**src/rtl/dvi_pixel_packer_pkg.sv**
```systemverilog
// Shared pixel constants, phase encoding and FIFO entry layout for the DVI pixel packer.
package dvi_pixel_packer_pkg;

  localparam int PIXEL_W = 24;
  localparam int ENTRY_W = PIXEL_W + 1;
  localparam int R_LSB   = 16;
  localparam int G_LSB   = 8;
  localparam int B_LSB   = 0;

  typedef enum logic [1:0] {
    PH_BYTE0 = 2'd0,
    PH_BYTE1 = 2'd1,
    PH_BYTE2 = 2'd2
  } phase_e;

  typedef struct packed {
    logic               sof;
    logic [PIXEL_W-1:0] rgb;
  } fifo_entry_t;

  // Places the three bytes of a pixel into {R,G,B}; bgr selects B,G,R arrival order.
  function automatic logic [PIXEL_W-1:0] pack_rgb(input logic [7:0] first,
                                                  input logic [7:0] mid,
                                                  input logic [7:0] last,
                                                  input logic       bgr);
    logic [PIXEL_W-1:0] px;
    px = '0;
    px[G_LSB +: 8] = mid;
    if (bgr) begin
      px[B_LSB +: 8] = first;
      px[R_LSB +: 8] = last;
    end else begin
      px[R_LSB +: 8] = first;
      px[B_LSB +: 8] = last;
    end
    return px;
  endfunction

endpackage

```
**src/rtl/dvi_pixel_fifo.sv**
```systemverilog
// Synchronous first-word-fall-through FIFO; the head entry is visible whenever empty=0.
module dvi_pixel_fifo #(
  parameter int WIDTH  = 25,
  parameter int DEPTH  = 16,
  parameter int ADDR_W = 4
) (
  input  logic              clk_100,
  input  logic              reset,
  input  logic              wr_en,
  input  logic [WIDTH-1:0]  wr_data,
  output logic              full,
  input  logic              rd_en,
  output logic [WIDTH-1:0]  rd_data,
  output logic              empty,
  output logic [ADDR_W:0]   level
);

  localparam logic [ADDR_W:0] FULL_LEVEL = (ADDR_W + 1)'(DEPTH);

  logic [WIDTH-1:0]  mem [DEPTH];
  logic [ADDR_W-1:0] wr_ptr;
  logic [ADDR_W-1:0] rd_ptr;
  logic [ADDR_W:0]   level_q;
  logic              wr_ok;
  logic              rd_ok;

  assign full  = (level_q == FULL_LEVEL);
  assign empty = (level_q == '0);
  assign level = level_q;
  assign wr_ok = wr_en & ~full;
  assign rd_ok = rd_en & ~empty;

  // Reads as zero when empty so the pixel bus is quiet in reset and between frames.
  assign rd_data = empty ? '0 : mem[rd_ptr];

  // NOTE: storage has no reset; empty/level gate every read, so stale words are never seen.
  always_ff @(posedge clk_100) begin
    if (wr_ok) begin
      mem[wr_ptr] <= wr_data;
    end
  end

  // NOTE: sequential state uses non-blocking assignments so all registers update together.
  always_ff @(posedge clk_100 or negedge reset) begin
    if (!reset) begin
      wr_ptr  <= '0;
      rd_ptr  <= '0;
      level_q <= '0;
    end else begin
      if (wr_ok) wr_ptr <= wr_ptr + 1'b1;
      if (rd_ok) rd_ptr <= rd_ptr + 1'b1;
      case ({wr_ok, rd_ok})
        2'b10:   level_q <= level_q + 1'b1;
        2'b01:   level_q <= level_q - 1'b1;
        default: level_q <= level_q;
      endcase
    end
  end

endmodule

```
**src/rtl/dvi_pixel_packer.sv**
```systemverilog
// Packs a byte stream into 24-bit RGB pixels with a start-of-frame marker and buffers
// them in a FWFT FIFO for the DVI output stage.
module dvi_pixel_packer
  import dvi_pixel_packer_pkg::*;
#(
  parameter int FIFO_DEPTH = 16,
  parameter int ADDR_W     = 4,
  parameter int BYTE_ORDER = 0
) (
  input  logic                clk_100,
  input  logic                reset,
  input  logic [7:0]          byte_data,
  input  logic                byte_valid,
  input  logic                byte_sof,
  output logic                byte_ready,
  output logic [PIXEL_W-1:0]  pixel_data,
  output logic                pixel_valid,
  output logic                pixel_sof,
  input  logic                ready,
  output logic [ADDR_W:0]     fifo_level,
  output logic [7:0]          deb
);

  phase_e      phase_q, phase_d;
  logic [7:0]  hold0_q, hold0_d;
  logic [7:0]  hold1_q, hold1_d;
  logic        sof_pend_q, sof_pend_d;
  logic [7:0]  deb_q, deb_d;
  logic        accept;
  logic        push;
  logic        drop;
  logic        fifo_full;
  logic        fifo_empty;
  fifo_entry_t wr_entry;
  fifo_entry_t rd_entry;

  // Depends only on registered phase and FIFO level, never on the downstream ready.
  assign byte_ready = reset & ~((phase_q == PH_BYTE2) & fifo_full);
  assign accept     = byte_valid & byte_ready;

  assign wr_entry.sof = sof_pend_q;
  assign wr_entry.rgb = pack_rgb(hold0_q, hold1_q, byte_data, BYTE_ORDER != 0);

  // NOTE: every signal driven here gets a default first, so no latch can be inferred.
  always_comb begin
    phase_d    = phase_q;
    hold0_d    = hold0_q;
    hold1_d    = hold1_q;
    sof_pend_d = sof_pend_q;
    push       = 1'b0;
    drop       = 1'b0;
    if (accept) begin
      if (byte_sof) begin
        hold0_d    = byte_data;
        phase_d    = PH_BYTE1;
        sof_pend_d = 1'b1;
        drop       = (phase_q != PH_BYTE0);
      end else begin
        case (phase_q)
          PH_BYTE0: begin
            hold0_d = byte_data;
            phase_d = PH_BYTE1;
          end
          PH_BYTE1: begin
            hold1_d = byte_data;
            phase_d = PH_BYTE2;
          end
          PH_BYTE2: begin
            push       = 1'b1;
            sof_pend_d = 1'b0;
            phase_d    = PH_BYTE0;
          end
          default: phase_d = PH_BYTE0;
        endcase
      end
    end
    deb_d = (drop && (deb_q != 8'hFF)) ? deb_q + 8'd1 : deb_q;
  end

  always_ff @(posedge clk_100 or negedge reset) begin
    if (!reset) begin
      phase_q    <= PH_BYTE0;
      hold0_q    <= '0;
      hold1_q    <= '0;
      sof_pend_q <= 1'b0;
      deb_q      <= '0;
    end else begin
      phase_q    <= phase_d;
      hold0_q    <= hold0_d;
      hold1_q    <= hold1_d;
      sof_pend_q <= sof_pend_d;
      deb_q      <= deb_d;
    end
  end

  dvi_pixel_fifo #(
    .WIDTH  (ENTRY_W),
    .DEPTH  (FIFO_DEPTH),
    .ADDR_W (ADDR_W)
  ) u_fifo (
    .clk_100 (clk_100),
    .reset   (reset),
    .wr_en   (push),
    .wr_data (wr_entry),
    .full    (fifo_full),
    .rd_en   (ready),
    .rd_data (rd_entry),
    .empty   (fifo_empty),
    .level   (fifo_level)
  );

  assign pixel_valid = ~fifo_empty;
  assign pixel_data  = rd_entry.rgb;
  assign pixel_sof   = rd_entry.sof;
  assign deb         = deb_q;

endmodule

```
**config.mk**
```make
export PLATFORM = sky130hd
export DESIGN_NAME = dvi_pixel_packer
export DESIGN_NICKNAME = d
export VERILOG_FILES = /design/src/rtl/dvi_pixel_packer_pkg.sv /design/src/rtl/dvi_pixel_fifo.sv /design/src/rtl/dvi_pixel_packer.sv
export SDC_FILE = /design/constraint.sdc
export NUM_CORES = 1
export LEC_CHECK = 0
export BUFFER_PORTS_ARGS = -buffer_cell sky130_fd_sc_hd__buf_4
export CORE_UTILIZATION = 62
export DETAILED_ROUTE_END_ITERATION = 12
export PLACE_DENSITY = 0.79
export SYNTH_ARGS = -nofsm -noshare
export SYNTH_HDL_FRONTEND = slang
export SYNTH_HIERARCHICAL = 1
export SYNTH_SLANG_ARGS = --single-unit
```
**constraint.sdc**
```tcl
create_clock -name clk_100 -period 4.9 [get_ports clk_100]
set_clock_uncertainty 0.15 [all_clocks]
set_input_delay 0.735 -clock clk_100 [delete_from_list [all_inputs] [get_ports clk_100]]
set_output_delay 0.735 -clock clk_100 [all_outputs]
set_load 0.1 [all_outputs]
```
# Word level (Yosys, flattened, before mapping)

Memories as Yosys holds them, arrays and structs flattened.
Cells that the tools add are included.

Memories: 1
ROM bits: 0
Flip-flop bits (word level): 40
Input port bits: 13
Latch bits: 0
Output and inout port bits: 40
RAM bits: 400

Reduce and logical (&&, ||, !) cells: 10
Div/mod/pow operators: 0
Order comparisons: 0
Shift operators: 0
Bitwise operators: 9
Equal/unequal tests: 6
Muxes and demuxes: 15
Multiply operators: 0
Add/sub/neg operators: 5

Memories:

| memory     | words | bits a word | read ports | clocked after memory_dff | wr ports | RTL line             | text |
|---|---|---|---|---|---|---|---|
| u_fifo.mem | 16    | 25          | 1          | 0                        | 1        | dvi_pixel_fifo.sv:20 | `logic [WIDTH-1:0] mem [DEPTH];` |

Operator list:

| kind                                                                   | count |
|---|---|
| 25-bit two-way mux                                                     | 1 |
| 8-bit two-way mux                                                      | 2 |
| 5-bit case mux with 2 select lines                                     | 1 |
| 1-bit two-way mux                                                      | 9 |
| 4-bit by 1-bit adder with 4-bit output (second input constant)         | 2 |
| 8-bit by 1-bit adder with 8-bit output (second input constant)         | 1 |
| 8-bit inequality test (second input constant)                          | 1 |
| 2-bit nonzero test                                                     | 4 |
| 5-bit by 1-bit adder with 5-bit output (second input constant)         | 1 |
| 1-bit bitwise AND                                                      | 5 |
| 5-bit equality test (second input constant)                            | 1 |
| 5-bit logical NOT                                                      | 1 |
| 5-bit by 1-bit subtractor with 5-bit output (second input constant)    | 1 |
| 2-bit by 1-bit equality test with 1-bit output (second input constant) | 2 |
| 2-bit equality test (second input constant)                            | 2 |
| 1-bit NOT                                                              | 4 |
| 2-bit case mux with 2 select lines                                     | 1 |
| 2-bit AND reduction                                                    | 2 |
| 3-bit AND reduction                                                    | 1 |
| 2-bit logical NOT                                                      | 1 |
| 2-bit two-way mux                                                      | 1 |
| 1-bit logical AND                                                      | 1 |

# Logic depth before layout (Yosys ltp)

Word-level depth: 9
Mapped depth: 14
Mapped depth without buffers: 12

# Hierarchy

Netlist, hierarchy kept.

By module, submodules not included:

| module           | cells an instance | instances | sequential area each (µm²) | area each (µm²) |
|---|---|---|---|---|
| dvi_pixel_fifo   | 742               | 1         | 12336.8                    | 16373.2 |
| dvi_pixel_packer | 89                | 1         | 675.6                      | 1198.6 |

# Worst setup path after synthesis

No wires, ideal clock.

Path type: flip-flop to flip-flop
Start: reg u_fifo.level_q[2] (netlist: u_fifo/level[2])
End: mem u_fifo.mem[3][0] (enable)
Clock period less this slack: 4651 ps
Path slack: 249 ps
Stages on the path, launching flop included: 8
Setup time: 438 ps
Arrival: 4063 ps
Cell sequence: dfrtp_1 -> clkbuf_1 -> nor4_4 -> and2_1 -> nor4b_1 -> a21boi_2 -> nand2_1 -> nor3_1

Cells in the longest elaborated chain, start to end: 9
Elaborated cells on any way between the ends: 10

Ends and longest elaborated chain:

| item                                    | RTL line               | text |
|---|---|---|
| start, declared                         | dvi_pixel_fifo.sv:23   | `logic [ADDR_W:0] level_q;` |
| start signal, assigned                  | dvi_pixel_fifo.sv:53   | `2'b10: level_q <= level_q + 1'b1;` |
| start signal, assigned                  | dvi_pixel_fifo.sv:54   | `2'b01: level_q <= level_q - 1'b1;` |
| start signal, assigned                  | dvi_pixel_fifo.sv:55   | `default: level_q <= level_q;` |
| 5-bit equality test                     | dvi_pixel_fifo.sv:27   | `assign full = (level_q == FULL_LEVEL);` |
| via fifo_full                           | dvi_pixel_packer.sv:32 | `logic fifo_full;` |
| 1-bit bitwise AND                       | dvi_pixel_packer.sv:38 | `assign byte_ready = reset & ~((phase_q == PH_BYTE2) & fifo_full);` |
| 1-bit NOT                               | dvi_pixel_packer.sv:38 |  |
| 1-bit bitwise AND                       | dvi_pixel_packer.sv:38 |  |
| 1-bit bitwise AND                       | dvi_pixel_packer.sv:39 | `assign accept = byte_valid & byte_ready;` |
| 1-bit two-way mux                       | dvi_pixel_packer.sv:52 | `if (accept) begin` |
| via push                                | dvi_pixel_packer.sv:30 | `logic push;` |
| 1-bit bitwise AND                       | dvi_pixel_fifo.sv:30   | `assign wr_ok = wr_en & ~full;` |
| 1-bit two-way mux                       | dvi_pixel_fifo.sv:38   | `if (wr_ok) begin` |
| 1-bit two-way mux (implied by the code) | dvi_pixel_fifo.sv:39   | `mem[wr_ptr] <= wr_data;` |
| end, declared                           | dvi_pixel_fifo.sv:20   |  |

The timed path passes the listed nets, and every way through them passes these cells.

# Worst setup path in the final report

Start: reg u_fifo.rd_ptr[1]
End: out pixel_data[19]

Cells in the longest elaborated chain, start to end: 2

Ends and longest elaborated chain:

| item                    | RTL line               | text |
|---|---|---|
| start, declared         | dvi_pixel_fifo.sv:22   | `logic [ADDR_W-1:0] rd_ptr;` |
| start signal, assigned  | dvi_pixel_fifo.sv:51   | `if (rd_ok) rd_ptr <= rd_ptr + 1'b1;` |
| memory read 16 x 25 bit | n/a                    |  |
| 25-bit two-way mux      | dvi_pixel_fifo.sv:34   | `assign rd_data = empty ? '0 : mem[rd_ptr];` |
| end, declared           | dvi_pixel_packer.sv:16 | `output logic [PIXEL_W-1:0] pixel_data,` |

No other way between the ends.

==> key figures <==
Cells and area
  • Area growth, synth to finish: 13.69%
  • Share of cells above drive strength 1: 28.65%
  • Fillers: around 1600
  • Area occupied by multi-input gates: 4324 sq um
  • Commonest cells after routing, fill and taps aside: edfxtp_1 (400), buf_4 (74), mux4_2 (49), mux4_1 (49)
  • Most common cell after layout, fill and taps aside: edfxtp_1
  • N_diodes: 0
  • Register area: 13030 sq um
  • Final nets: between 900 and 1000
  • Final instance area: between 15000 and 20000 sq um

Critical path
  • Crit path capture: pixel_data[19]
  • R2R Path End: u_fifo/level[4]$_DFFE_PN0P_
  • R2R Setup Slk: between 1.5 and 2 ns
  • RR Startpoint: u_fifo/level[1]$_DFFE_PN0P_
  • CP startpoint: u_fifo/rd_ptr[1]$_DFFE_PN0P_
  • Worst path depth: 6
  • Crit path DAT: 3.27 ns
  • WP buf/inv: 2
  • Worst path required time: 4.01 ns
  • Worst Reg-to-Reg Cells: 12
  • Cell mode on critical path: buf_4
  • WS Path Type: flop to primary output
  • Slowest CP cell: dfrtp_4
  • Worst Setup Start Kind: flop
  • CP cell instances: buf_4, mux4_1, mux2_2, o21ai_1, a21oi_1, buf_4
  • Kind of end point of the critical path: primary output
  • Crit-path max FO: 35
  • CP top delay family: multiplexers
  • CP peak stage delay: just under 0.8 ns

STA
  • Final setup fails: 0
  • Max Freq: 240.4 MHz
  • Slew @ Worst Pin: 1.248 ns
  • Slew headroom: 16.79%
  • Max-slew violation count: 0
  • Tcrit/Tclk final: a little over four fifths
  • Setup TNS Final: 0 ns
  • Min Tclk post-route: just over 4 ns
  • Final Hold Viols: 0
  • RSZ-0062 raised after global routing: false

Clock tree
  • Clk buf depth: 3
  • # hold bufs at CTS: 0
  • CTS root buf: clkbuf_16
  • TritonCTS clock tree: built
  • CTS buffer count: 43
  • Setup bufs post-CTS: 0
  • CTS H-tree depth: 2
  • Worst-Skew Late Latency: between 0.5 and 0.6 ns
  • Cts repair resizes: 0
  • TritonCTS Sinks: 440
  • CTS clk-pin slew, worst paths: about 0.060 ns

Power and ir drop
  • Flop pwr share: 40.1%
  • P_int: 7927 uW
  • IR drop worst, VDD: 822.7 uV
  • Net Switching: ~5000 uW
  • Pwr Density: 640.9 nW/um^2
  • LEAKAGE: 0.006785 uW
  • Gate power share: 33.8%
  • Switching part of the total: between 30% and 40%
  • Clock Power Share: 26.2%

Floorplan
  • Row count: 61
  • Total die area: 29020 sq um
  • DIE HEIGHT: 170.4 um
  • Core ar.: 27860 sq um
  • Die Width: 170.4 um
  • Initial Util: 63.08%
  • Io pins: 53

Placed design
  • Gpl congestion: 0.7502
  • DPL Wire Length: 19.43 mm
  • Placed cell area: around 19000 sq um
  • Port bufs: 52

Global routing
  • First-pass GRT wire length: 54.72 mm
  • Maximum number of pins on one net before global-route repair: between 70 and 80
  • Vias in the first global route: 8887
  • Initial antenna violation count: 0
  • GRT Resource Usage Total: 26.75%
  • GRT overflow: 0

Logic synthesis
  • Syn Inst Count: about 830
  • Syn avg cell area: 21.15 sq um
  • Yosys Warn Count: 6
  • Seq/Total Area, Yosys: ~74%
  • Syn_nets: 854
  • Synthesized flop and latch total: 440
  • Cell variety after synth: 51
  • Synth Cell Area: 17570 sq um

Status
  • Status: completed

Drt
  • Via count: between 8000 and 9000
  • Routed wire length: approximately 37 mm
  • Residual DRC: 0
  • Routed Antenna Nets: 0
  • Drt first pass iters: 5
  • Detailed-route vias per instance: 6.580
  • DR WL/cell: approximately 28 um
  • Drt first-iter violations: slightly below 800

Job
  • Max-Cap Viols: 0

Hold path
  • Hold WC Path Type: input port to async pin
-- state kept, by name (all words and copies together), names as in the netlist --
signal and count:
u_fifo/rd_ptr 4, deb 8, sof_pend_q 1, hold1_q 8, u_fifo/wr_ptr 4, hold0_q 8, u_fifo/mem 400, phase_q 2
u_fifo/level 5
-- synthesized netlist by cell type, drive strengths merged --
master | instances | share of area [%]
and4 | 1 | 0.050
or2 | 2 | 0.071
a21boi | 3 | 0.15
a21oi | 28 | 0.80
o31ai | 2 | 0.085
o21ai | 26 | 0.76
o22a | 1 | 0.050
nand2b | 5 | 0.18
inv | 9 | 0.19
xnor2 | 8 | 0.40
nand3 | 6 | 0.17
dfrtp | 40 | 5.7
xor2 | 8 | 0.40
nor2 | 18 | 0.40
and3 | 1 | 0.036
o22ai | 1 | 0.036
o2111ai | 1 | 0.15
a21o | 1 | 0.043
and2b | 1 | 0.050
mux2 | 44 | 2.8
mux4 | 98 | 14
mux2i | 30 | 1.7
and2 | 2 | 0.071
nor3 | 7 | 0.20
clkbuf | 10 | 0.21
nor2b | 4 | 0.14
a311oi | 1 | 0.050
a32oi | 1 | 0.050
nand3b | 3 | 0.13
o211ai | 1 | 0.043
nand4 | 4 | 0.14
buf | 33 | 1.2
ha | 10 | 0.71
a31oi | 2 | 0.071
nand2 | 12 | 0.27
edfxtp | 400 | 68
nor4b | 4 | 0.28
nor4 | 2 | 0.16
a22oi | 1 | 0.043
-- logic make-up (layout without fill, tap and decap cells) --
group	count (synthesis)	count (layout)	share of synthesized area (%)
flip-flops	440	440	74.05
multiplexers	172	172	18.14
AND/OR/NAND/NOR	72	72	2.350
AO/OA/AOI/OAI	69	69	2.328
buffers and inverters	52	167	1.624
XOR/XNOR	16	16	0.7975
adder cells (fa/ha/maj)	10	10	0.7120
-- power groups by stage --
stage | clock [uW] | sequential (uW) | combinational, uW
finish | 3350 | 5130 | 4320
CTS | 3400 | 5130 | 4340
global route | 3540 | 5190 | 4490
floorplan | 0 | 4980 | 3580
detailed placement | 0 | 5200 | 4300
global placement | 0 | 5150 | 4230
-- worst min path at each step --
stage                        from                            to  slack [ns]  cells past startpoint
4_1_cts                     reset        hold1_q[6]$_DFFE_PN0P_        0.17                      2
6_report                    reset  u_fifo/wr_ptr[0]$_DFFE_PN0P_        0.17                      2
3_5_place_dp   deb[6]$_DFFE_PN0P_            deb[6]$_DFFE_PN0P_        0.39                      1
2_1_floorplan               reset            deb[0]$_DFFE_PN0P_        0.29                      0
5_1_grt                     reset            deb[7]$_DFFE_PN0P_        0.20                      2
3_3_place_gp   deb[6]$_DFFE_PN0P_            deb[6]$_DFFE_PN0P_        0.35                      1
-- layer usage --
metal,part of all wire [%],track usage [%]
met1,39,37.16
met2,50,43.44
met3,7.5,4.628
met4,3.0,9.557
met5,0,0
-- layout make-up --
type,instances,area share (%)
sequential,440,65.20
multi-input combinational,339,21.64
clock buffer,52,5.862
timing repair buffer,79,3.282
tap,378,2.367
clock inverter,27,1.478
inverter,9,0.1691
-- through the flow --
step	power [uW]	utilization (%)	hold slack (ns)	setup WS, ns	cells
3_5_place_dp	9501	66.45	0.3919	1.383	1245
6_report	12800	71.71	0.1684	0.7402	1324
5_1_grt	13220	71.71	0.2002	0.6474	1324
3_3_place_gp	9380	66.45	0.3471	1.404	1245
2_1_floorplan	8559	-	0.2894	0.2485	831
4_1_cts	12870	71.71	0.1666	0.7198	1324
Power figures use the tool's default switching activity.
